## src/rtl/mem_arbiter_pkg.sv

```systemverilog
// Shared encodings and default widths for the two-port main-memory arbiter.
package mem_arbiter_pkg;

    localparam int ADDR_W_DEF = 18;
    localparam int DATA_W_DEF = 8;

    typedef enum logic [1:0] {
        ARB_IDLE    = 2'd0,
        ARB_ISSUE   = 2'd1,
        ARB_CAPTURE = 2'd2
    } arb_state_t;

    typedef enum logic {
        OWN_CPU = 1'b0,
        OWN_DMA = 1'b1
    } owner_t;

endpackage

```

## src/rtl/mem_arbiter_rr_pick2.sv

```systemverilog
// Combinational 2-way round-robin picker: a tie goes to the port not served last.
module rr_pick2
    import mem_arbiter_pkg::*;
(
    input  logic   i_elig_cpu,
    input  logic   i_elig_dma,
    input  owner_t i_last_grant,
    output logic   o_grant_valid,
    output owner_t o_grant_owner
);

    // NOTE: every always_comb output gets a default first so no path can infer a latch.
    always_comb begin
        o_grant_valid = i_elig_cpu | i_elig_dma;
        o_grant_owner = OWN_CPU;
        if (i_elig_cpu && i_elig_dma) begin
            if (i_last_grant == OWN_CPU) begin
                o_grant_owner = OWN_DMA;
            end
        end else if (i_elig_dma) begin
            o_grant_owner = OWN_DMA;
        end
    end

endmodule

```

## src/rtl/mem_arbiter.sv

```systemverilog
// Serialises core88 and DMA accesses onto one single-port synchronous RAM;
// each access takes IDLE(grant) -> ISSUE -> CAPTURE, with the ack in the following IDLE.
module mem_arbiter
    import mem_arbiter_pkg::*;
#(
    parameter int ADDR_W = ADDR_W_DEF,
    parameter int DATA_W = DATA_W_DEF
) (
    input  logic              clock,
    input  logic              reset,
    input  logic              cpu_req,
    input  logic              cpu_we,
    input  logic [ADDR_W-1:0] cpu_addr,
    input  logic [DATA_W-1:0] cpu_wdata,
    output logic              cpu_ack,
    output logic [DATA_W-1:0] cpu_rdata,
    input  logic              dma_req,
    input  logic              dma_we,
    input  logic [ADDR_W-1:0] dma_addr,
    input  logic [DATA_W-1:0] dma_wdata,
    output logic              dma_ack,
    output logic [DATA_W-1:0] dma_rdata,
    output logic [ADDR_W-1:0] mem_addr,
    output logic [DATA_W-1:0] mem_wdata,
    output logic              mem_we,
    input  logic [DATA_W-1:0] mem_q
);

    arb_state_t        r_state;
    arb_state_t        w_state_nxt;
    owner_t            r_owner;
    owner_t            r_last_grant;
    logic              r_is_write;
    logic              r_cpu_ack;
    logic              r_dma_ack;
    logic [DATA_W-1:0] r_cpu_rdata;
    logic [DATA_W-1:0] r_dma_rdata;
    logic [ADDR_W-1:0] r_mem_addr;
    logic [DATA_W-1:0] r_mem_wdata;
    logic              r_mem_we;

    logic   w_elig_cpu;
    logic   w_elig_dma;
    logic   w_pick_valid;
    owner_t w_pick_owner;
    logic   w_grant;
    logic   w_issue;
    logic   w_capture;

    // A requester in its ack cycle is about to drop req, so it must not be re-granted.
    assign w_elig_cpu = cpu_req & ~r_cpu_ack;
    assign w_elig_dma = dma_req & ~r_dma_ack;

    rr_pick2 u_pick (
        .i_elig_cpu    (w_elig_cpu),
        .i_elig_dma    (w_elig_dma),
        .i_last_grant  (r_last_grant),
        .o_grant_valid (w_pick_valid),
        .o_grant_owner (w_pick_owner)
    );

    // NOTE: sequential state uses non-blocking assignments so every register samples pre-edge values.
    always_ff @(posedge clock or posedge reset) begin
        if (reset) begin
            r_state <= ARB_IDLE;
        end else begin
            r_state <= w_state_nxt;
        end
    end

    always_comb begin
        w_state_nxt = r_state;
        w_grant     = 1'b0;
        w_issue     = 1'b0;
        w_capture   = 1'b0;
        case (r_state)
            ARB_IDLE: begin
                if (w_pick_valid) begin
                    w_grant     = 1'b1;
                    w_state_nxt = ARB_ISSUE;
                end
            end
            ARB_ISSUE: begin
                w_issue     = 1'b1;
                w_state_nxt = ARB_CAPTURE;
            end
            ARB_CAPTURE: begin
                w_capture   = 1'b1;
                w_state_nxt = ARB_IDLE;
            end
            default: w_state_nxt = ARB_IDLE;
        endcase
    end

    always_ff @(posedge clock or posedge reset) begin
        if (reset) begin
            r_owner      <= OWN_CPU;
            r_last_grant <= OWN_DMA;
            r_is_write   <= 1'b0;
            r_cpu_ack    <= 1'b0;
            r_dma_ack    <= 1'b0;
            r_cpu_rdata  <= '0;
            r_dma_rdata  <= '0;
            r_mem_addr   <= '0;
            r_mem_wdata  <= '0;
            r_mem_we     <= 1'b0;
        end else begin
            r_cpu_ack <= 1'b0;
            r_dma_ack <= 1'b0;

            if (w_grant) begin
                r_owner      <= w_pick_owner;
                r_last_grant <= w_pick_owner;
                if (w_pick_owner == OWN_DMA) begin
                    r_mem_addr  <= dma_addr;
                    r_mem_wdata <= dma_wdata;
                    r_mem_we    <= dma_we;
                    r_is_write  <= dma_we;
                end else begin
                    r_mem_addr  <= cpu_addr;
                    r_mem_wdata <= cpu_wdata;
                    r_mem_we    <= cpu_we;
                    r_is_write  <= cpu_we;
                end
            end

            // The RAM samples the write at the end of ISSUE; hold it for exactly that cycle.
            if (w_issue || w_capture) begin
                r_mem_we <= 1'b0;
            end

            if (w_capture) begin
                if (r_owner == OWN_DMA) begin
                    r_dma_ack <= 1'b1;
                    if (!r_is_write) begin
                        r_dma_rdata <= mem_q;
                    end
                end else begin
                    r_cpu_ack <= 1'b1;
                    if (!r_is_write) begin
                        r_cpu_rdata <= mem_q;
                    end
                end
            end
        end
    end

    assign cpu_ack   = r_cpu_ack;
    assign dma_ack   = r_dma_ack;
    assign cpu_rdata = r_cpu_rdata;
    assign dma_rdata = r_dma_rdata;
    assign mem_addr  = r_mem_addr;
    assign mem_wdata = r_mem_wdata;
    assign mem_we    = r_mem_we;

endmodule

```

## config.mk

```make
export PLATFORM = sky130hd
export DESIGN_NAME = mem_arbiter
export DESIGN_NICKNAME = d
export VERILOG_FILES = /design/src/rtl/mem_arbiter_pkg.sv /design/src/rtl/mem_arbiter_rr_pick2.sv /design/src/rtl/mem_arbiter.sv
export SDC_FILE = /design/constraint.sdc
export NUM_CORES = 1
export LEC_CHECK = 0
export CAP_MARGIN = 10
export CORE_MARGIN = 1
export CORE_UTILIZATION = 36
export DETAILED_ROUTE_END_ITERATION = 6
export GPL_TIMING_DRIVEN = 1
export HOLD_SLACK_MARGIN = 0.1
export PLACE_DENSITY = 0.76
export SYNTH_ARGS = -nofsm -noshare
export SYNTH_HDL_FRONTEND = slang
export SYNTH_HIERARCHICAL = 1
export SYNTH_SLANG_ARGS = --single-unit
```

## constraint.sdc

```tcl
create_clock -name clock -period 1.6 [get_ports clock]
set_clock_uncertainty 0.2 [all_clocks]
set_input_delay 0.32 -clock clock [delete_from_list [all_inputs] [get_ports clock]]
set_output_delay 0.32 -clock clock [all_outputs]
set_load 0.02 [all_outputs]
```

==> results of run 1 <==
==> final timing paths <==
path | start | slack [ns] | cells after the start | endpoint
worst max-delay path | dma_ack$_DFF_PP0_ | -0.19 | 7 | mem_addr[4]$_DFFE_PP0P_
worst min-delay path | reset | 0.21 | 3 | cpu_rdata[6]$_DFFE_PP0P_
worst max register to register | dma_ack$_DFF_PP0_ | -0.19 | 7 | mem_addr[4]$_DFFE_PP0P_
worst min register to register | dma_rdata[4]$_DFFE_PP0P_ | 0.30 | 1 | dma_rdata[4]$_DFFE_PP0P_
max in group asynchronous | reset | 0.74 | 3 | r_last_grant$_DFFE_PP1P_
min in group clock | dma_rdata[4]$_DFFE_PP0P_ | 0.30 | 1 | dma_rdata[4]$_DFFE_PP0P_
==> where the power goes <==
group          total, mW  internal [mW]  switching, mW
Sequential          2.24           1.90          0.349
Combinational       3.85           1.87           1.99
Clock              0.869          0.460          0.409
==> sequential cells by signal (all words and copies together), names as in the netlist, 2 cells and up <==
name	cells
mem_addr	18
cpu_rdata	8
dma_rdata	8
mem_wdata	8
r_state	2
==> routing by layer <==
layer	GRT usage, %	vias up	wire (µm)
li1	-	908	-
met1	22.1	926	2310
met2	32.4	68	2990
met3	5.62	6	542
met4	4.29	0	42
met5	0	-	0
==> critical path, stage by stage (launching register included) <==
cell and delay [ns]:
dfrtp_2 0.42, buf_6 0.12, nor2b_4 0.10, a21boi_4 0.23
buf_12 0.16, buf_12 0.14, mux2i_2 0.23, a21oi_1 0.09
==> layout make-up <==
| type | instances | area [µm²] | share of cell area (%) |
|---|---|---|---|
| Tap cell | 75 | 93.8 | 2.44 |
| Multi-Input combinational cell | 117 | 1070 | 27.8 |
| Sequential cell | 50 | 1250 | 32.6 |
| Clock buffer | 5 | 68.8 | 1.79 |
| Timing Repair Buffer | 133 | 1310 | 34.0 |
| Inverter | 3 | 15.0 | 0.390 |
| Clock inverter | 3 | 40.0 | 1.04 |
==> cells in the final DEF, fill, tap and decap left out, types with 3 or more instances in the layout <==
cell and count:
a21oi_1 52, mux2i_2 5, buf_6 5, buf_12 5, dlygate4sd2_1 45, clkbuf_8 5
mux2_4 10, mux2i_1 20, clkdlybuf4s50_1 63, dfrtp_1 47, mux2_2 10, a21oi_2 3
buf_4 12
==> synth_stat cells <==
cell	instances
a211oi_1	1
a21boi_1	1
a21oi_1	55
and2_1	2
buf_2	4
buf_4	4
clkbuf_1	4
dfrtp_1	49
dfstp_2	1
ha_1	4
inv_1	3
mux2_2	20
mux2i_1	27
nand2b_1	1
nand3b_2	1
nor2b_1	3
nor3b_4	1
or2_1	1
==> metrics by stage <==
| stage | setup WS (ns) | setup TNS [ns] |
|---|---|---|
| floorplan | -0.0354 | -0.412 |
| global placement | -0.558 | -16.68 |
| detailed placement | -0.568 | -17.07 |
| CTS | -0.196 | -4.01 |
| global route | -0.266 | -6.40 |
| finish | -0.187 | -4.09 |
==> kinds of logic after synthesis <==
family                   count (synthesis)
adder cells (fa/ha/maj)                  4
buffers and inverters                   15
flip-flops                              50
AND/OR/NAND/NOR                          9
AO/OA/AOI/OAI                           57
multiplexers                            47
==> what timing repair did <==
item	CTS	global route
resized for setup	80	12
setup buffers	6	2
endpoints found under the setup margin	85	41
pin swaps	9	9
gates cloned	1	0
==> results.md, run 1 <==
- Worst setup EP type: flop
- Yosys top cell area share: 54.8%
- Vias/cell: 4.94
- Status: finished with violations
- IO Port Bufs: 110
- DP HPWL: 4.12 mm
- Final Hold Viols: 0
- Syn nets: 252
- Netlist cell types: 18
- WL/cell: 15.2 µm
- Avg Cell Area, Syn: 12.3 µm²
- Post-synthesis xor/xnor area fraction: 0%
- Seq/Total Area, Yosys: 56.0%
- Htree depth: 2
- Final Core Density: 64.7%
- Final Cell Area: 0.00385 mm²
- Post-route ant nets: 0
- Ranking of synthesized cells by area: dfrtp_1, a21oi_1, mux2i_1, mux2_2, ha_1
- Later-pin clock latency in the skew report: 0.30 ns
- Die X: 80.9 µm
- Fill cell count: 498
- Clock sinks: 50
- Worst-path maximum fanout: 8
- Row count: 28
- Vias in the first global route: 1871
- Synthesized cell area: 0.00224 mm²
- Gp weighted congestion: 0.691
- Share of cells above drive strength 1: 25.1%
- WS Path Type: flop to flop
- Total grt overflow: 0
- CTS clk-pin slew, worst paths: 0.09 ns
- Slew at the pin closest to its max-slew limit: 0.267 ns
- Hold Slack: 0.213 ns
- DR pass1 iterations: 4
- Clk buf depth: 2
- DR iter-0 viols: 49
- IO Pins: 111
- Final setup violation count: 37
- Post-synthesis compound-gate area fraction: 13.0%
- Root buf cell: clkbuf_8
- Synthesized instance count: 182
- TritonCTS clock tree: done
- WP data required: 1.59 ns
- Slew headroom: 82.2%
- Post-layout net count: 380
- Adder-Cell Fraction of Synth Area: 2.24%
- Tcrit/Tclk final: 112%
- Post-Synth Simple-Gate Area: 3.30%
- Total Power: 6.97 mW
- Cts hold-fix bufs: 0
- Post-Place Cells: 370
- Initial antenna violation count: 0
- Largest family of logic cells by synthesized area: multiplexers
- GRT Util Overall: 18.5%
- Post-synthesis mux area share: 22.1%
- Vias: 1908
- Maximum vdd drop: 0.888 mV
- Startpoint types: flop
- Fmax: 0.560 GHz
- Worst min-delay path class: primary input to asynchronous set/reset pin
- First-pass GRT wire length: 9.16 mm
- Number of diodes: 0
- Initial core utilization: 37.6%
- Failing checks: negative setup slack
- Synth Register Bits: 50
- Leakage: 1.69 nW
- Final Max Slew Viols: 0
- CTS Buf Count: 5
- Synthesis-to-layout area growth: 72.1%
- Leading area contributor after synthesis: dfrtp_1
- Reported max-cap violation count: 0
- Final worst setup slack: -0.187 ns
- Power Density: 1810 mW/mm²
- YS warnings: 6
- Crit path DAT: 1.78 ns
- # DRC: 0
- Final WL: 5.88 mm
- Non-Filler Instances: 386
- Largest net degree at the start of global routing: 36
- RSZ-0062 raised after global routing: true
- Tmin final: 1.79 ns
- Die height: 80.9 µm
- Placed Instance Area: 0.00355 mm²
- Core region area: 0.00596 mm²
- Die area: 0.00654 mm²
(Power assumes the default switching activity.)
==> run 2, diff against run 1 <==
CTS_CLUSTER_DIAMETER = 60   (was unset)
==> results of run 2 <==
Same layout as run 1: the final DEF is identical, and so are final timing and power.
==> run 3, diff against run 2 <==
GPL_TIMING_DRIVEN = 0   (was 1)
==> run 3 against run 2 <==
Effect of this change: the flow still finishes with violations (negative setup slack); via count is 0.42% lower; first-iteration DRC count down 51%; die area did not move; sequential power about the same; critical endpoint is now mem_addr[14]$_DFFE_PP0P_; largest cell class unchanged; highest routed layer unchanged.
==> results.md, run 3 (synthesis gave the netlist of run 1 again) <==
- Status: finished with violations
- Failing checks: negative setup slack
- Fill cell count: 498 (unchanged)
- Htree depth: 2 (unchanged)
- DR iter-0 viols: 24 (-51%)
- Maximum vdd drop: 0.818 mV (-7.8%)
- Most common cell after layout, fill and taps aside: clkdlybuf4s50_1
- Most frequent cells in the layout: clkdlybuf4s50_1, a21oi_1, dfrtp_1
- First-pass GRT wire length: 8.63 mm (-5.8%)
- GRT Util Overall: 17.1% (-1.4 points)
- Vias in the first global route: 1924 (+2.8%)
- Final worst setup slack: -0.0551 ns (+0.132 ns)
- Final Max Slew Viols: 0 (unchanged)
- TritonCTS clock tree: done
- WS Path Type: flop to flop
- Vias/cell: 4.87 (-1.4%)
- Reported max-cap violation count: 0 (unchanged)
- Slowest stage delay, CP: 0.43 ns (about the same)
- Final WL: 5.59 mm (-5.0%)
- Total Power: 6.93 mW (-0.57%)
- Power Density: 1780 mW/mm² (-1.7%)
- Initial core utilization: 37.6% (unchanged)
- Post-route setup TNS: -0.723 ns (+3.37 ns)
- R2R cell count: 6 (-1)
- Startpoint types: flop
- Multi-input gate area: 0.00107 mm² (-0.23%)
- Largest register FFs: 18 (unchanged)
- Largest net degree at the start of global routing: 51 (+42%)
- DP HPWL: 3.77 mm (-8.4%)
- Total grt overflow: 0 (unchanged)
- Worst path slowest cell: dfrtp_2
- Post-route ant nets: 0 (unchanged)
- RSZ-0062 raised after global routing: true
- Clk buf depth: 2 (unchanged)
- Vias: 1900 (-0.42%)
- Tmin final: 1.66 ns (-0.132 ns)
- Post-layout net count: 384 (+1.1%)
- Leakage: 1.69 nW (about the same)
- Later-pin clock latency in the skew report: 0.30 ns (about the same)
- Crit-path cells: nor2b_4 -> a21boi_4 -> buf_6 -> buf_12 -> mux2i_1 -> a21oi_1
- Die height: 80.9 µm (unchanged)
- FF-to-FF Start: dma_ack$_DFF_PP0_
- DR pass1 iterations: 4 (unchanged)
- WL/cell: 14.3 µm (-5.9%)
- WP data required: 1.59 ns (about the same)
- Final Hold Viols: 0 (unchanged)
- R2r endpoint: mem_addr[14]$_DFFE_PP0P_
- Row count: 28 (unchanged)
- Final setup violation count: 36 (-2.7%)
- Core region area: 0.00596 mm² (unchanged)
- Root buf cell: clkbuf_8
- Clock sinks: 50 (unchanged)
- Die X: 80.9 µm (unchanged)
- Fmax: 0.604 GHz (+8.0%)
- Worst min-delay path class: flop to flop
- Worst-path maximum fanout: 6 (-2)
- Slew at the pin closest to its max-slew limit: 0.555 ns (+0.289 ns)
- Internal reg-to-reg setup slack: -0.06 ns (+0.13 ns)
- Share of cells above drive strength 1: 26.7% (+1.6 points)
- Tcrit/Tclk final: 103% (-8.3 points)
- Die area: 0.00654 mm² (unchanged)
- Crit path DAT: 1.64 ns (-0.14 ns)
- CTS Buf Count: 5 (unchanged)
- Worst setup EP type: flop
- Number of diodes: 0 (unchanged)
- Slew headroom: 62.9% (-19 points)
- Launch point of the worst path: dma_ack$_DFF_PP0_
- Worst Setup EP: mem_addr[14]$_DFFE_PP0P_
- Synthesis-to-layout area growth: 74.1%
- IO Port Bufs: 110 (unchanged)
- Initial antenna violation count: 0 (unchanged)
- Register area: 0.00125 mm² (unchanged)
- Cts hold-fix bufs: 0 (unchanged)
- Gp weighted congestion: 0.680 (-1.7%)
- IO Pins: 111 (unchanged)
- CTS clk-pin slew, worst paths: 0.09 ns (about the same)
- # DRC: 0 (unchanged)
-- run 3: layer usage --
metal	global-route usage (%)	part of all wire, %	up-vias
met5	0	0	-
met4	4.29	0.55	0
met3	5.06	8.9	4
met2	31.2	50	66
met1	19.4	41	911
li1	-	-	919
-- run 3: worst max-delay path: cells and delay by family, from the launching register on --
family                 cells  cell delay, ns
AOI/OAI and AO/OA          2            0.29
buffers and inverters      2            0.30
DFF                        1            0.43
muxes                      1            0.22
and+or+nand+nor            1            0.12
-- run 3: how the worst min path moves through the flow --
| stage | startpoint | to | slack [ns] | cells after the start |
|---|---|---|---|---|
| 6_report | dma_rdata[7]$_DFFE_PP0P_ | dma_rdata[7]$_DFFE_PP0P_ | 0.31 | 1 |
| 5_1_grt | cpu_rdata[2]$_DFFE_PP0P_ | cpu_rdata[2]$_DFFE_PP0P_ | 0.33 | 1 |
| 4_1_cts | dma_rdata[7]$_DFFE_PP0P_ | dma_rdata[7]$_DFFE_PP0P_ | 0.31 | 1 |
| 3_5_place_dp | dma_rdata[7]$_DFFE_PP0P_ | dma_rdata[7]$_DFFE_PP0P_ | 0.29 | 1 |
| 3_3_place_gp | dma_rdata[4]$_DFFE_PP0P_ | dma_rdata[4]$_DFFE_PP0P_ | 0.29 | 1 |
| 2_1_floorplan | reset | cpu_rdata[0]$_DFFE_PP0P_ | 0.16 | 1 |
-- run 3: power by group --
group | internal, mW | switching, mW
logic | 1.95 | 1.98
clock network | 0.350 | 0.403
registers | 1.90 | 0.341
total | 4.20 | 2.73
-- run 3: per-stage QoR --
stage	utilization [%]	cells	hold slack [ns]	setup slack (ns)	cell area (µm²)
finish	65.4	390	0.306	-0.0551	3900
global route	65.4	390	0.326	-0.118	3900
CTS	63.7	387	0.311	-0.0650	3790
detailed placement	58.5	367	0.295	-0.578	3480
global placement	58.5	367	0.288	-0.551	3480
floorplan	-	182	0.162	-0.0354	2290
-- run 3: cell type report --
| type | count | share of cell area [%] |
|---|---|---|
| repair inverters | 1 | 0.193 |
| inverters | 3 | 0.385 |
| well taps | 75 | 2.41 |
| multi-input cells | 117 | 27.4 |
| clock inverters | 1 | 0.128 |
| flip-flops and latches | 50 | 32.2 |
| clock buffers | 7 | 2.22 |
| repair buffers | 124 | 31.1 |
| plain buffers | 12 | 3.92 |
-- run 3: repair_timing --
| item | in CTS | in global routing |
|---|---|---|
| pin swaps | 5 | 8 |
| setup buffers | 11 | 1 |
| endpoints found under the setup margin | 85 | 41 |
| cloned | 1 | 2 |
| resized for setup | 94 | 19 |
